### config.mk
export PLATFORM = sky130hd
export DESIGN_NAME = temp_converter
export DESIGN_NICKNAME = d
export VERILOG_FILES = /design/src/rtl/temp_converter.sv
export SDC_FILE = /design/constraint.sdc
export NUM_CORES = 1
export LEC_CHECK = 0
export CAP_MARGIN = 20
export CORE_ASPECT_RATIO = 0.8
export CORE_MARGIN = 1
export CORE_UTILIZATION = 50
export CTS_BUF_LIST = sky130_fd_sc_hd__clkbuf_16
export DETAILED_ROUTE_END_ITERATION = 12
export PLACE_DENSITY = 0.67
export SYNTH_ARGS = -nofsm -noshare
export SYNTH_HDL_FRONTEND = slang
export SYNTH_SLANG_ARGS = --single-unit
export TNS_END_PERCENT = 50
### constraint.sdc
create_clock -name clk_100MHz -period 4.6 [get_ports clk_100MHz]
set_input_delay 0.46 -clock clk_100MHz [delete_from_list [all_inputs] [get_ports clk_100MHz]]
set_output_delay 0.46 -clock clk_100MHz [all_outputs]
set_load 0.005 [all_outputs]
### src/rtl/temp_converter.sv
// Temperature conditioning: moving average of ADT7420 readings, then rounded and
// clamped Celsius/Fahrenheit bytes for the two-digit display.
module temp_converter #(
  parameter int AVG_LOG2  = 3,
  parameter int CLAMP_MAX = 99
) (
  input  logic        clk_100MHz,
  input  logic        reset,
  input  logic [15:0] temp_raw,
  input  logic        temp_valid,
  output logic        busy,
  output logic        overrun,
  output logic [7:0]  c_data,
  output logic [7:0]  f_data,
  output logic        data_valid
);

  localparam int DEPTH = 1 << AVG_LOG2;
  localparam int SW    = AVG_LOG2 + 13;
  localparam logic [9:0]  CLAMP10 = 10'(CLAMP_MAX);
  localparam logic [12:0] CLAMP13 = 13'(CLAMP_MAX);
  localparam logic [7:0]  CLAMP8  = 8'(CLAMP_MAX);

  typedef enum logic [2:0] {S_IDLE, S_ACCUM, S_SCALE, S_DIV, S_OUT} state_e;

  state_e                state_q, state_d;
  logic signed [12:0]    sample_q, sample_d;
  logic signed [12:0]    buf_q [DEPTH];
  logic [AVG_LOG2-1:0]   wptr_q, wptr_d;
  logic                  primed_q, primed_d;
  logic signed [SW-1:0]  sum_q, sum_d;
  logic signed [12:0]    avg_q, avg_d;
  logic                  fzero_q, fzero_d;
  logic [2:0]            rem_q, rem_d;
  logic [15:0]           quo_q, quo_d;
  logic [3:0]            iter_q, iter_d;
  logic [7:0]            c_q, c_d, f_q, f_d;
  logic                  dv_q, dv_d;

  logic signed [12:0] avg_w;
  logic signed [16:0] x_w;
  logic [3:0]         trial_w;
  logic               ge_w;
  logic [13:0]        c_sum_w;
  logic [9:0]         c_round_w;
  logic [16:0]        f_sum_w;
  logic [12:0]        f_round_w;
  logic               unused_raw_bits;

  assign unused_raw_bits = ^temp_raw[2:0];

  assign avg_w     = 13'(sum_q >>> AVG_LOG2);
  assign x_w       = 17'(avg_w) * 17'sd9 + 17'sd2560;
  assign trial_w   = {rem_q, quo_q[15]};
  assign ge_w      = (trial_w >= 4'd5);
  assign c_sum_w   = {2'b00, avg_q[11:0]} + 14'd8;
  assign c_round_w = 10'(c_sum_w >> 4);
  assign f_sum_w   = {1'b0, quo_q} + 17'd8;
  assign f_round_w = 13'(f_sum_w >> 4);

  assign busy       = (state_q != S_IDLE);
  assign overrun    = temp_valid && busy && !reset;
  assign c_data     = c_q;
  assign f_data     = f_q;
  assign data_valid = dv_q;

  always_comb begin
    state_d  = state_q;
    sample_d = sample_q;
    wptr_d   = wptr_q;
    primed_d = primed_q;
    sum_d    = sum_q;
    avg_d    = avg_q;
    fzero_d  = fzero_q;
    rem_d    = rem_q;
    quo_d    = quo_q;
    iter_d   = iter_q;
    c_d      = c_q;
    f_d      = f_q;
    dv_d     = 1'b0;
    case (state_q)
      S_IDLE: begin
        if (temp_valid) begin
          sample_d = temp_raw[15:3];
          state_d  = S_ACCUM;
        end
      end
      S_ACCUM: begin
        // First sample after reset fills the whole window so the average starts settled.
        if (!primed_q) begin
          sum_d    = SW'(sample_q) <<< AVG_LOG2;
          primed_d = 1'b1;
        end else begin
          sum_d = sum_q - SW'(buf_q[wptr_q]) + SW'(sample_q);
        end
        wptr_d  = wptr_q + AVG_LOG2'(1);
        state_d = S_SCALE;
      end
      S_SCALE: begin
        avg_d   = avg_w;
        fzero_d = (x_w <= 17'sd0);
        quo_d   = (x_w <= 17'sd0) ? 16'd0 : x_w[15:0];
        rem_d   = 3'd0;
        iter_d  = 4'd0;
        state_d = S_DIV;
      end
      S_DIV: begin
        rem_d  = ge_w ? 3'(trial_w - 4'd5) : trial_w[2:0];
        quo_d  = {quo_q[14:0], ge_w};
        iter_d = iter_q + 4'd1;
        if (iter_q == 4'd15) state_d = S_OUT;
      end
      S_OUT: begin
        if (avg_q[12])                c_d = 8'd0;
        else if (c_round_w > CLAMP10) c_d = CLAMP8;
        else                          c_d = c_round_w[7:0];
        if (fzero_q)                  f_d = 8'd0;
        else if (f_round_w > CLAMP13) f_d = CLAMP8;
        else                          f_d = f_round_w[7:0];
        dv_d    = 1'b1;
        state_d = S_IDLE;
      end
      default: state_d = S_IDLE;
    endcase
  end

  // NOTE: sequential state uses non-blocking assignments only; all next-state logic lives in always_comb.
  always_ff @(posedge clk_100MHz) begin
    if (reset) begin
      state_q  <= S_IDLE;
      sample_q <= '0;
      wptr_q   <= '0;
      primed_q <= 1'b0;
      sum_q    <= '0;
      avg_q    <= '0;
      fzero_q  <= 1'b0;
      rem_q    <= '0;
      quo_q    <= '0;
      iter_q   <= '0;
      c_q      <= '0;
      f_q      <= '0;
      dv_q     <= 1'b0;
    end else begin
      state_q  <= state_d;
      sample_q <= sample_d;
      wptr_q   <= wptr_d;
      primed_q <= primed_d;
      sum_q    <= sum_d;
      avg_q    <= avg_d;
      fzero_q  <= fzero_d;
      rem_q    <= rem_d;
      quo_q    <= quo_d;
      iter_q   <= iter_d;
      c_q      <= c_d;
      f_q      <= f_d;
      dv_q     <= dv_d;
    end
  end

  // NOTE: the history buffer has no reset; clearing primed makes the next sample overwrite every entry.
  always_ff @(posedge clk_100MHz) begin
    if (state_q == S_ACCUM) begin
      if (!primed_q) begin
        for (int i = 0; i < DEPTH; i++) buf_q[i] <= sample_q;
      end else begin
        buf_q[wptr_q] <= sample_q;
      end
    end
  end

endmodule

==> insert_results.sql, run 1 <==
INSERT INTO impl_metrics (metric_group, metric, value, unit) VALUES
('drt', 'maxUsedRoutingLayer', 'met4', ''),
('die', 'core-area', '0.0198', 'mm²'),
('clock_tree', 'clock_tree.buffer_depth', '2', ''),
('worst_setup_path', 'critPathArrivalTime', '4540', 'ps'),
('synthesis', 'synth_top_family_by_area', 'compound AO/OA/AOI/OAI gates', ''),
('synthesis', 'post_synth_most_frequent_cells', '104 x sky130_fd_sc_hd__edfxtp_1, 90 x sky130_fd_sc_hd__dfxtp_1, 77 x sky130_fd_sc_hd__inv_1, 77 x sky130_fd_sc_hd__nand2_1, 63 x sky130_fd_sc_hd__a21oi_1', ''),
('synthesis', 'synth_top_cell_by_area', 'sky130_fd_sc_hd__edfxtp_1', ''),
('worst_setup_path', 'crit_path_top_delay_cell', 'sky130_fd_sc_hd__mux4_2', ''),
('clock_tree', 'cts_setup_buffers', '0', ''),
('finish', 'final_layout_size_suffix_gt1_share', '12.5', '%'),
('synthesis', 'postSynthCellCount', '900', ''),
('global_routing', 'grt_pass1_vias', '6507', ''),
('synthesis', 'post_synth_xor_area_fraction', '2.86', '%'),
('worst_setup_path', 'timing.reg2reg.worst_path_depth', '13', ''),
('timing', 'fin_tns_setup', '0', 'ps'),
('clock_tree', 'tritoncts_num_sinks', '194', ''),
('clock_tree', 'tritoncts', 'built', ''),
('clock_tree', 'clock-root-buffer', 'sky130_fd_sc_hd__clkbuf_16', ''),
('synthesis', 'synth.lib_cells_used.distinct', '85', ''),
('pwr', 'p_total', '4.57', 'mW'),
('timing', 'hold-worst-slack', '454', 'ps'),
('finish', 'finish.instance_area', '0.0113', 'mm²'),
('worst_setup_path', 'critical_path_required', '4960', 'ps'),
('clock_tree', 'cts_inserted_buffers', '17', ''),
('drt', 'drtPass1Iterations', '5', ''),
('worst_setup_path', 'crit_type', 'flop to flop', ''),
('global_routing', 'gr-total-overflow', '0', ''),
('global_routing', 'grt_max_degree', '68', ''),
('timing', 'setup-violations-final', '0', ''),
('global_routing', 'grt.total_usage', '21.4', '%'),
('status', 'outcome', 'completed', ''),
('drt', 'routed_wire_length_per_instance', '17.4', 'µm'),
('worst_setup_path', 'critical_path_depth', '13', ''),
('synthesis', 'ys_top_cells_by_area', 'sky130_fd_sc_hd__edfxtp_1 31%, sky130_fd_sc_hd__dfxtp_1 18%, sky130_fd_sc_hd__ha_1 6.8%, sky130_fd_sc_hd__mux4_2 5.8%, sky130_fd_sc_hd__fa_1 3.8%', ''),
('drt', 'detail_route.vias_per_cell', '5.58', ''),
('die', 'die-area', '0.0208', 'mm²'),
('pwr', 'powerDensity', '406', 'mW/mm²'),
('clock_tree', 'postCtsResizedCells', '0', ''),
('die', 'fp.dieW', '161', 'µm'),
('synthesis', 'synth.most_common_cell', 'sky130_fd_sc_hd__edfxtp_1', ''),
('timing', 'final_max_slew_viol_count', '0', ''),
('timing', 'ratio_of_final_minimum_period_to_clock_period', '90.8', '%'),
('worst_setup_path', 'timing.critical_path.cells', 'buf_4, mux4_2, mux2_2, fa_1, inv_1, ha_1, and3_4, a311oi_1, o211ai_1, a22oi_2, nor2_1, a311o_1, a21oi_1', ''),
('die', 'initial_core_util', '51.0', '%'),
('synthesis', 'post_synth_mux_area_share', '8.18', '%'),
('placed_design', 'placement.io_buffers', '34', ''),
('synthesis', 'post_synth_instance_area', '0.0101', 'mm²'),
('timing', 'fin_skew', '14.4', 'ps'),
('worst_setup_path', 'worst-path-buf-inv', '2', ''),
('drt', 'detailedRoute.firstIterationViolations', '559', ''),
('placed_design', 'dp_hpwl', '14700', 'µm'),
('global_routing', 'wire_length_of_the_first_global_routing_pass', '34400', 'µm'),
('synthesis', 'postSynth.asyncResetShare', '0', '%'),
('timing', 'tightestPinTransition', '938', 'ps'),
('placed_design', 'gp_routability_congestion', '0.826', ''),
('worst_setup_path', 'critical_path.startpoint_type', 'flop', ''),
('pwr', 'ir_worst_vdd', '0.272', 'mV'),
('drt', 'wl_met2', '9400', 'µm'),
('die', 'pin_count', '38', ''),
('drt', 'detail-route-antenna-nets', '0', ''),
('timing', 'max_slew_margin', '37.5', '%'),
('synthesis', 'synth_seq_area_share', '48.8', '%'),
('drt', 'via_count', '6730', ''),
('global_routing', 'antenna_found_initial', '0', ''),
('worst_setup_path', 'cp-end-kind', 'flop', ''),
('worst_setup_path', 'timing.critical_path.max_delay_family', 'compound AO/OA/AOI/OAI gates', ''),
('timing', 'period_minus_slack', '4180', 'ps'),
('synthesis', 'synth_simple_gate_area_share', '11.4', '%'),
('synthesis', 'synth_fa_ha_area_share', '10.6', '%'),
('worst_setup_path', 'capture_instance_of_the_worst_register_to_register_path', 'sum_q[14]', ''),
('synthesis', 'synth-compound-area-share', '13.2', '%');
[per-stage QoR]
stage | setup WS, ps | instances
detailed placement | 432 | 1174
finish | 423 | 1206
global placement | 541 | 1174
CTS | 409 | 1206
global route | 108 | 1206
floorplan | 566 | 900
[report_power, final]
| group | internal [mW] | switching, mW |
|---|---|---|
| Combinational | 0.448 | 0.596 |
| Clock | 0.731 | 0.727 |
| Sequential | 1.97 | 0.101 |
| Total | 3.15 | 1.42 |
[registers in the layout, indices dropped and copies added, names as in the netlist, named ones only]
signal	cells
sample_q	13
primed_q	1
quo_q	16
c_data	8
wptr_q	3
f_data	8
avg_q	10
buf_q	104
data_valid	1
sum_q	16
state_q	3
fzero_q	1
iter_q	4
rem_q	3
[layout make-up]
class	instances	area (µm²)	share of cell area (%)
clock buffers	17	425	3.78
well taps	264	330	2.93
repair buffers	51	463	4.11
flip-flops and latches	194	4930	43.7
multi-input cells	587	4680	41.5
inverters	78	293	2.60
clock inverters	15	153	1.35
[worst register-to-register path, stage by stage (launching register included)]
cell	delay, ps
sky130_fd_sc_hd__dfxtp_2	450
sky130_fd_sc_hd__buf_4	340
sky130_fd_sc_hd__mux4_2	570
sky130_fd_sc_hd__mux2_2	320
sky130_fd_sc_hd__fa_1	500
sky130_fd_sc_hd__inv_1	50
sky130_fd_sc_hd__ha_1	350
sky130_fd_sc_hd__and3_4	210
sky130_fd_sc_hd__a311oi_1	330
sky130_fd_sc_hd__o211ai_1	230
sky130_fd_sc_hd__a22oi_2	230
sky130_fd_sc_hd__nor2_1	70
sky130_fd_sc_hd__a311o_1	320
sky130_fd_sc_hd__a21oi_1	140
[cells in the final DEF (no fill, tap or decap), types with 4 or more instances in the layout]
| master | synthesis | layout |
|---|---|---|
| sky130_fd_sc_hd__a221oi_2 | 5 | 5 |
| sky130_fd_sc_hd__xnor2_1 | 20 | 20 |
| sky130_fd_sc_hd__edfxtp_1 | 104 | 104 |
| sky130_fd_sc_hd__a22oi_1 | 11 | 11 |
| sky130_fd_sc_hd__nand2_1 | 77 | 77 |
| sky130_fd_sc_hd__inv_1 | 77 | 77 |
| sky130_fd_sc_hd__nand2b_1 | 6 | 6 |
| sky130_fd_sc_hd__nand3_1 | 18 | 18 |
| sky130_fd_sc_hd__nand4_1 | 4 | 4 |
| sky130_fd_sc_hd__and2_1 | 4 | 4 |
| sky130_fd_sc_hd__clkdlybuf4s50_1 | 0 | 33 |
| sky130_fd_sc_hd__clkbuf_16 | 0 | 17 |
| sky130_fd_sc_hd__mux2_2 | 12 | 12 |
| sky130_fd_sc_hd__fa_1 | 19 | 19 |
| sky130_fd_sc_hd__o21ai_1 | 4 | 4 |
| sky130_fd_sc_hd__nor2b_1 | 6 | 6 |
| sky130_fd_sc_hd__nor2_1 | 58 | 58 |
| sky130_fd_sc_hd__dfxtp_1 | 90 | 89 |
| sky130_fd_sc_hd__o21ai_0 | 31 | 31 |
| sky130_fd_sc_hd__a31oi_1 | 8 | 8 |
| sky130_fd_sc_hd__nor4_1 | 4 | 4 |
| sky130_fd_sc_hd__ha_1 | 55 | 55 |
| sky130_fd_sc_hd__a22o_1 | 7 | 7 |
| sky130_fd_sc_hd__inv_8 | 0 | 6 |
| sky130_fd_sc_hd__inv_6 | 0 | 4 |
| sky130_fd_sc_hd__and3_1 | 10 | 10 |
| sky130_fd_sc_hd__a21o_1 | 9 | 9 |
| sky130_fd_sc_hd__buf_4 | 1 | 17 |
| sky130_fd_sc_hd__a32oi_1 | 4 | 4 |
| sky130_fd_sc_hd__a21oi_1 | 63 | 63 |
| sky130_fd_sc_hd__xor2_1 | 13 | 13 |
| sky130_fd_sc_hd__mux2i_1 | 9 | 9 |
| sky130_fd_sc_hd__a211oi_1 | 14 | 14 |
| sky130_fd_sc_hd__mux4_2 | 26 | 26 |
| sky130_fd_sc_hd__nor3_1 | 22 | 21 |
[worst min-delay path by stage]
stage	depth (start not counted)	from	end	slack, ps
after global placement	1	c_data[1]	c_data[1]	430
final	1	c_data[1]	c_data[1]	450
after floorplan	2	sum_q[0]	sum_q[0]	430
after detailed placement	1	c_data[1]	c_data[1]	440
after global routing	2	c_data[5]	c_data[5]	480
after CTS	2	sum_q[1]	sum_q[1]	460
[per-layer routing]
| metal | global-route usage [%] | vias up |
|---|---|---|
| met5 | 0 | - |
| met4 | 4.27 | 0 |
| met3 | 3.81 | 5 |
| met2 | 33.2 | 117 |
| met1 | 31.5 | 3279 |
| li1 | - | 3329 |
[cells by family (layout without fill, tap and decap cells)]
family / Yosys count / count (layout)
and+or+nand+nor: 237 / 237
DFF: 194 / 194
muxes: 48 / 48
xor gates and xnor gates: 33 / 33
buffers and inverters: 119 / 161
AOI/OAI and AO/OA: 195 / 195
adders and majority gates: 74 / 74
No activity file was read; power rests on OpenSTA's default activity.
==> run 2: changes to the inputs <==
CORE_MARGIN = 10   (was 1)
CTS_CLUSTER_SIZE = 40   (was unset)
==> run 2 against run 1 <==
Against the previous run: global-route usage fell by 4.6 points; via count grew 1.9%; combinational power hardly changed; register-to-register slack better by 80 ps; worst hold slack better by 3.3 ps; cell count shrank 0.17%; sequential cell count stayed put; setup slack improved by 80 ps; utilization fell by 0.22 points; largest power group unchanged.
==> insert_results.sql, run 2 (synthesis gave the netlist of run 1 again) <==
INSERT INTO impl_metrics (metric_group, metric, value, unit) VALUES
('global_routing', 'grt_pass1_vias', '6629', ''),
('timing', 'period_minus_slack', '4100', 'ps'),
('run', 'number_of_max_capacitance_violations_reported', '0', ''),
('placed_design', 'placement.io_buffers', '34', ''),
('pwr', 'share_of_total_power_in_sequential_cells', '45.3', '%'),
('pwr', 'netSwitchingPower', '1.35', 'mW'),
('global_routing', 'grt.total_usage', '16.7', '%'),
('clock_tree', 'clk_pin_slew', '70', 'ps'),
('timing', 'fin_tns_setup', '0', 'ps'),
('finish', 'largest_register_ffs', '104', ''),
('pwr', 'share_clk_of_total_power', '31.8', '%'),
('finish', 'num_antenna_cells', '0', ''),
('finish', 'commonest_non_fill_non_tap_cells_in_the_layout', '104 x sky130_fd_sc_hd__edfxtp_1, 89 x sky130_fd_sc_hd__dfxtp_1, 81 x sky130_fd_sc_hd__inv_1', ''),
('die', 'fp.dieW', '179', 'µm'),
('timing', 'unrepaired_setup_endpoints_after_global_routing', 'no', ''),
('pwr', 'combPwrFrac', '22.9', '%'),
('die', 'initial_core_util', '50.9', '%'),
('worst_setup_path', 'crit_path_top_delay_cell', 'sky130_fd_sc_hd__mux4_2', ''),
('clock_tree', 'h_tree_depth', '4', ''),
('worst_setup_path', 'crit_end', 'sum_q[14]', ''),
('placed_design', 'gp_routability_congestion', '0.853', ''),
('clock_tree', 'cts_inserted_buffers', '17', ''),
('die', 'core-area', '0.0199', 'mm²'),
('timing', 'ratio_of_final_minimum_period_to_clock_period', '89.1', '%'),
('worst_setup_path', 'cp-end-kind', 'flop', ''),
('pwr', 'switching_fraction_of_total_power', '29.6', '%'),
('pwr', 'powerDensity', '406', 'mW/mm²'),
('worst_setup_path', 'capture_instance_of_the_worst_register_to_register_path', 'sum_q[14]', ''),
('drt', 'detail-route-antenna-nets', '0', ''),
('clock_tree', 'tritoncts', 'built', ''),
('die', 'row_count', '46', ''),
('global_routing', 'grt_max_degree', '68', ''),
('die', 'die-area', '0.0263', 'mm²'),
('die', 'pin_count', '38', ''),
('timing', 'fin_skew', '11.1', 'ps'),
('finish', 'final_common_cell', 'sky130_fd_sc_hd__edfxtp_1', ''),
('drt', 'detail_route.vias_per_cell', '5.69', ''),
('worst_setup_path', 'timing.critical_path.cells', 'buf_12, mux4_2, mux2_2, fa_1, inv_1, ha_1, and3_4, a311oi_1, o211ai_1, a22oi_2, nor2_1, a311o_1, a21oi_1', ''),
('timing', 'tightestPinTransition', '922', 'ps'),
('drt', 'totalWireLength', '21300', 'µm'),
('pwr', 'power_leakage', '4.24', 'nW'),
('finish', 'final_layout_size_suffix_gt1_share', '11.8', '%'),
('finish', 'final.fill_count', '1676', ''),
('worst_setup_path', 'worst-path-buf-inv', '2', ''),
('clock_tree', 'clock-root-buffer', 'sky130_fd_sc_hd__clkbuf_16', ''),
('timing', 'final_number_of_hold_violating_endpoints', '0', ''),
('timing', 'max_slew_margin', '38.5', '%'),
('drt', 'routed_wire_length_per_instance', '17.7', 'µm'),
('pwr', 'ir_worst_vdd', '0.250', 'mV'),
('worst_setup_path', 'critical_path_required', '4960', 'ps'),
('die', 'floorplan.die.height', '147', 'µm'),
('pwr', 'p_total', '4.57', 'mW'),
('clock_tree', 'cts_setup_buffers', '0', ''),
('drt', 'remaining_drc_errors', '0', ''),
('worst_setup_path', 'critical_path.max_fanout', '20', ''),
('drt', 'detailedRoute.firstIterationViolations', '631', ''),
('worst_setup_path', 'timing.critical_path.max_delay_family', 'compound AO/OA/AOI/OAI gates', ''),
('worst_setup_path', 'reg2reg_setup_slack', '500', 'ps'),
('timing', 'fmax', '0.244', 'GHz'),
('pwr', 'power.internal', '3.22', 'mW'),
('worst_setup_path', 'largest_stage_delay_on_the_critical_path', '520', 'ps'),
('drt', 'drtPass1Iterations', '6', ''),
('drt', 'via_count', '6855', ''),
('placed_design', 'numPlacedInstances', '1172', ''),
('finish', 'fin_util', '56.7', '%'),
('finish', 'largest_register', 'buf_q', ''),
('clock_tree', 'postCtsResizedCells', '0', ''),
('global_routing', 'antenna_found_initial', '0', ''),
('finish', 'final_standard_cell_count_with_taps_included_and_fillers_excluded', '1204', ''),
('clock_tree', 'worst_skew_pair.late_latency', '430', 'ps'),
('worst_setup_path', 'critical_path.startpoint_type', 'flop', ''),
('finish', 'nets', '1020', ''),
('worst_setup_path', 'crit_type', 'flop to flop', ''),
('worst_setup_path', 'critical_path_depth', '13', ''),
('status', 'outcome', 'completed', ''),
('timing', 'final_max_slew_viol_count', '0', ''),
('clock_tree', 'clock_tree.buffer_depth', '2', ''),
('global_routing', 'wire_length_of_the_first_global_routing_pass', '35100', 'µm'),
('global_routing', 'gr-total-overflow', '0', ''),
('placed_design', 'dp_hpwl', '14700', 'µm'),
('timing', 'setup-violations-final', '0', ''),
('min_path', 'hp-class', 'flop to flop', ''),
('clock_tree', 'cts_hold_buffers', '0', ''),
('finish', 'area.growth.synth_to_final', '11.4', '%'),
('worst_setup_path', 'critPathArrivalTime', '4460', 'ps'),
('worst_setup_path', 'timing.reg2reg.worst_path_depth', '13', ''),
('clock_tree', 'tritoncts_num_sinks', '194', ''),
('finish', 'largest_registers', 'buf_q: 104 flops, quo_q: 16 flops, sum_q: 16 flops', '');
-- run 2: cell types whose count changed in the layout (fill, tap and decap cells not counted), moves of 2 or more --
cell,previous run,this run
sky130_fd_sc_hd__buf_4,17,14
sky130_fd_sc_hd__bufinv_16,0,2
sky130_fd_sc_hd__clkinvlp_4,0,2
sky130_fd_sc_hd__inv_1,77,81
sky130_fd_sc_hd__inv_8,6,1
-- run 2: area by class of cell --
class / instances / area [µm²] / area share [%]
Clock buffer: 17 / 425 / 3.78
Clock inverter: 15 / 144 / 1.28
Inverter: 78 / 293 / 2.60
Multi-Input combinational cell: 587 / 4680 / 41.5
Sequential cell: 194 / 4930 / 43.8
Tap cell: 264 / 330 / 2.93
Timing Repair Buffer: 49 / 460 / 4.09
-- run 2: power groups by stage --
stage,Clock [mW],Sequential (mW),Combinational [mW]
2_1_floorplan,0,2.06,0.822
3_3_place_gp,0,2.11,1.02
3_5_place_dp,0,2.11,1.04
4_1_cts,1.48,2.07,1.05
5_1_grt,1.55,2.09,1.17
6_report,1.45,2.07,1.05
-- run 2: per-stage QoR --
stage	worst slack (ps)	area, µm²	hold WS [ps]
5_1_grt	258	11300	475
3_3_place_gp	589	10700	434
3_5_place_dp	517	10700	445
6_report	503	11300	457
4_1_cts	488	11300	458
2_1_floorplan	566	10100	432
-- run 2: worst min-delay path by stage --
| stage | endpoint | cells past startpoint | slack, ps | startpoint |
|---|---|---|---|---|
| after floorplan | sum_q[0] | 2 | 430 | sum_q[0] |
| after global placement | c_data[1] | 1 | 430 | c_data[1] |
| after detailed placement | c_data[7] | 1 | 450 | c_data[7] |
| after CTS | sum_q[0] | 2 | 460 | sum_q[0] |
| after global routing | c_data[7] | 1 | 470 | c_data[7] |
| final | c_data[0] | 2 | 460 | c_data[0] |
-- run 2: per-layer routing --
metal  vias up  GRT usage, %  wire, µm
li1       3330             -         -
met1      3362          24.7     10700
met2       145          24.4      9420
met3        18          3.53       953
met4         0          4.25       239
met5         -             0         0
-- run 2: worst register-to-register path, stage by stage (launching register included) --
cell and delay [ps]:
sky130_fd_sc_hd__dfxtp_2 500, sky130_fd_sc_hd__buf_12 250, sky130_fd_sc_hd__mux4_2 540, sky130_fd_sc_hd__mux2_2 300, sky130_fd_sc_hd__fa_1 510, sky130_fd_sc_hd__inv_1 50, sky130_fd_sc_hd__ha_1 350, sky130_fd_sc_hd__and3_4 210
sky130_fd_sc_hd__a311oi_1 340, sky130_fd_sc_hd__o211ai_1 210, sky130_fd_sc_hd__a22oi_2 240, sky130_fd_sc_hd__nor2_1 80, sky130_fd_sc_hd__a311o_1 330, sky130_fd_sc_hd__a21oi_1 130
==> run 3: changes to the inputs <==
MAX_ROUTING_LAYER = met4   (was unset)
==> run 3 against run 2 <==
Against the previous run: sequential power barely moved; combinational power barely moved; setup slack improved by 1.7 ps; sequential share of layout area did not move; count of clock-buffer cells in the layout did not move; via count rose by 0.35%; die area did not move; critical path type unchanged; critical endpoint unchanged.
==> insert_results.sql, run 3 (synthesis gave the netlist of run 1 again) <==
INSERT INTO impl_metrics (metric_group, metric, value, unit) VALUES
('status', 'outcome', 'completed', ''),
('global_routing', 'wire_length_of_the_first_global_routing_pass', '35100', 'µm'),
('global_routing', 'grt_pass1_vias', '6624', ''),
('global_routing', 'grt_max_degree', '68', ''),
('placed_design', 'numPlacedInstances', '1172', ''),
('clock_tree', 'postCtsResizedCells', '0', ''),
('worst_setup_path', 'critical_path.max_fanout', '20', ''),
('timing', 'fin_tns_setup', '0', 'ps'),
('clock_tree', 'worst_skew_pair.late_latency', '440', 'ps'),
('worst_setup_path', 'largest_stage_delay_on_the_critical_path', '520', 'ps'),
('drt', 'totalWireLength', '21400', 'µm'),
('worst_setup_path', 'critPathArrivalTime', '4460', 'ps'),
('drt', 'drtPass1Iterations', '5', ''),
('timing', 'pnr_worst_setup_slack', '504', 'ps'),
('placed_design', 'placement.io_buffers', '34', ''),
('worst_setup_path', 'critical_path_required', '4960', 'ps'),
('timing', 'final_number_of_hold_violating_endpoints', '0', ''),
('die', 'core-area', '0.0199', 'mm²'),
('clock_tree', 'clk_pin_slew', '70', 'ps'),
('worst_setup_path', 'crit_type', 'flop to flop', ''),
('die', 'pin_count', '38', ''),
('clock_tree', 'h_tree_depth', '4', ''),
('finish', 'final_standard_cell_count_with_taps_included_and_fillers_excluded', '1204', ''),
('pwr', 'powerDensity', '406', 'mW/mm²'),
('worst_setup_path', 'timing.reg2reg.worst_path_depth', '13', ''),
('die', 'die-area', '0.0263', 'mm²'),
('timing', 'unrepaired_setup_endpoints_after_global_routing', 'no', ''),
('finish', 'fin_util', '56.7', '%'),
('finish', 'final_layout_size_suffix_gt1_share', '11.8', '%'),
('timing', 'tightestPinTransition', '913', 'ps'),
('worst_setup_path', 'critical_path.startpoint_type', 'flop', ''),
('placed_design', 'preCtsSetupSlack', '517', 'ps'),
('global_routing', 'antenna_found_initial', '0', ''),
('die', 'floorplan.die.height', '147', 'µm'),
('finish', 'commonest_non_fill_non_tap_cells_in_the_layout', '104 x sky130_fd_sc_hd__edfxtp_1, 89 x sky130_fd_sc_hd__dfxtp_1, 81 x sky130_fd_sc_hd__inv_1', ''),
('finish', 'total_area_of_multi_input_combinational_cells', '0.00468', 'mm²'),
('finish', 'final.fill_count', '1676', ''),
('timing', 'period_minus_slack', '4100', 'ps'),
('clock_tree', 'cts_setup_buffers', '0', ''),
('global_routing', 'gr-total-overflow', '0', ''),
('worst_setup_path', 'crit_path_top_delay_cell', 'sky130_fd_sc_hd__mux4_2', ''),
('min_path', 'whs_path_depth', '2', ''),
('finish', 'regArea', '0.00493', 'mm²'),
('clock_tree', 'cts_hold_buffers', '0', ''),
('drt', 'detail-route-antenna-nets', '0', ''),
('pwr', 'p_total', '4.57', 'mW'),
('drt', 'routed_wire_length_per_instance', '17.7', 'µm'),
('die', 'initial_core_util', '50.9', '%'),
('die', 'fp.dieW', '179', 'µm'),
('timing', 'final_max_slew_viol_count', '0', ''),
('worst_setup_path', 'reg2reg_setup_slack', '500', 'ps'),
('pwr', 'ir_worst_vdd', '0.250', 'mV'),
('placed_design', 'dp_hpwl', '14700', 'µm'),
('finish', 'finish.instance_area', '0.0113', 'mm²'),
('drt', 'detailedRoute.firstIterationViolations', '646', ''),
('timing', 'fin_skew', '12.1', 'ps'),
('finish', 'nets', '1020', ''),
('worst_setup_path', 'capture_instance_of_the_worst_register_to_register_path', 'sum_q[14]', ''),
('finish', 'area.growth.synth_to_final', '11.4', '%'),
('clock_tree', 'clock_tree.buffer_depth', '2', ''),
('pwr', 'power_leakage', '4.24', 'nW'),
('clock_tree', 'clock-root-buffer', 'sky130_fd_sc_hd__clkbuf_16', ''),
('die', 'row_count', '46', ''),
('drt', 'detail_route.vias_per_cell', '5.71', ''),
('finish', 'largest_register', 'buf_q', ''),
('clock_tree', 'tritoncts', 'built', ''),
('min_path', 'hp-class', 'flop to flop', ''),
('global_routing', 'grt.total_usage', '17.2', '%'),
('run', 'number_of_max_capacitance_violations_reported', '0', ''),
('drt', 'remaining_drc_errors', '0', ''),
('finish', 'largest_register_ffs', '104', ''),
('finish', 'largest_registers', 'buf_q: 104 flops, quo_q: 16 flops, sum_q: 16 flops', ''),
('finish', 'num_antenna_cells', '0', ''),
('timing', 'max_slew_margin', '38.9', '%'),
('timing', 'fmax', '0.244', 'GHz'),
('placed_design', 'placed_area', '0.0107', 'mm²'),
('worst_setup_path', 'timing.critical_path.cells', 'buf_12, mux4_2, mux2_2, fa_1, inv_1, ha_1, and3_4, a311oi_1, o211ai_1, a22oi_2, nor2_1, a311o_1, a21oi_1', ''),
('min_path', 'min-delay-start', 'c_data[0]', ''),
('timing', 'hold-worst-slack', '457', 'ps'),
('timing', 'setup-violations-final', '0', ''),
('drt', 'via_count', '6879', ''),
('min_path', 'holdPathEnd', 'c_data[0]', ''),
('placed_design', 'gp_routability_congestion', '0.867', ''),
('timing', 'ratio_of_final_minimum_period_to_clock_period', '89.0', '%'),
('clock_tree', 'tritoncts_num_sinks', '194', ''),
('worst_setup_path', 'cp-end-kind', 'flop', ''),
('finish', 'final_common_cell', 'sky130_fd_sc_hd__edfxtp_1', ''),
('clock_tree', 'cts_inserted_buffers', '17', '');
==> run 3: cell counts in the layout (fill, tap and decap cells not counted) <==
No cell type changed its count.
==> run 3: worst max path at each step <==
| stage | start | to | slack (ps) | depth (start not counted) |
|---|---|---|---|---|
| floorplan | flop | sum_q[8] | 570 | 14 |
| global placement | flop | sum_q[14] | 590 | 13 |
| global route | flop | sum_q[14] | 260 | 13 |
| finish | flop | sum_q[14] | 500 | 13 |
| CTS | flop | sum_q[14] | 490 | 13 |
| detailed placement | flop | sum_q[14] | 520 | 13 |
==> run 3: routing by layer <==
layer	GRT usage, %	up-vias	routed length [µm]
li1	-	3329	-
met1	24.8	3379	10700
met2	24.3	150	9420
met3	3.38	21	946
met4	4.25	0	259
met5	-	-	0
==> run 3: cell type report <==
class                      count  share of cell area [%]
clock buffer                  17                    3.78
clock inverter                15                    1.28
inverter                      78                    2.60
multi-input combinational    587                    41.5
sequential                   194                    43.8
tap                          264                    2.93
timing repair buffer          49                    4.09
==> run 3: where the power goes <==
| group | switching [mW] | internal, mW | total (mW) |
|---|---|---|---|
| clock | 0.656 | 0.799 | 1.45 |
| sequential | 0.102 | 1.97 | 2.07 |
| combinational | 0.596 | 0.450 | 1.05 |
| total | 1.35 | 3.22 | 4.57 |
==> run 3: critical path: cells and delay by family, from the launching register on <==
kind	cells	cell delay, ps
muxes	2	820
adders and majority gates	2	860
AOI/OAI and AO/OA	5	1250
and+or+nand+nor	2	290
DFF	1	500
buffers and inverters	2	300
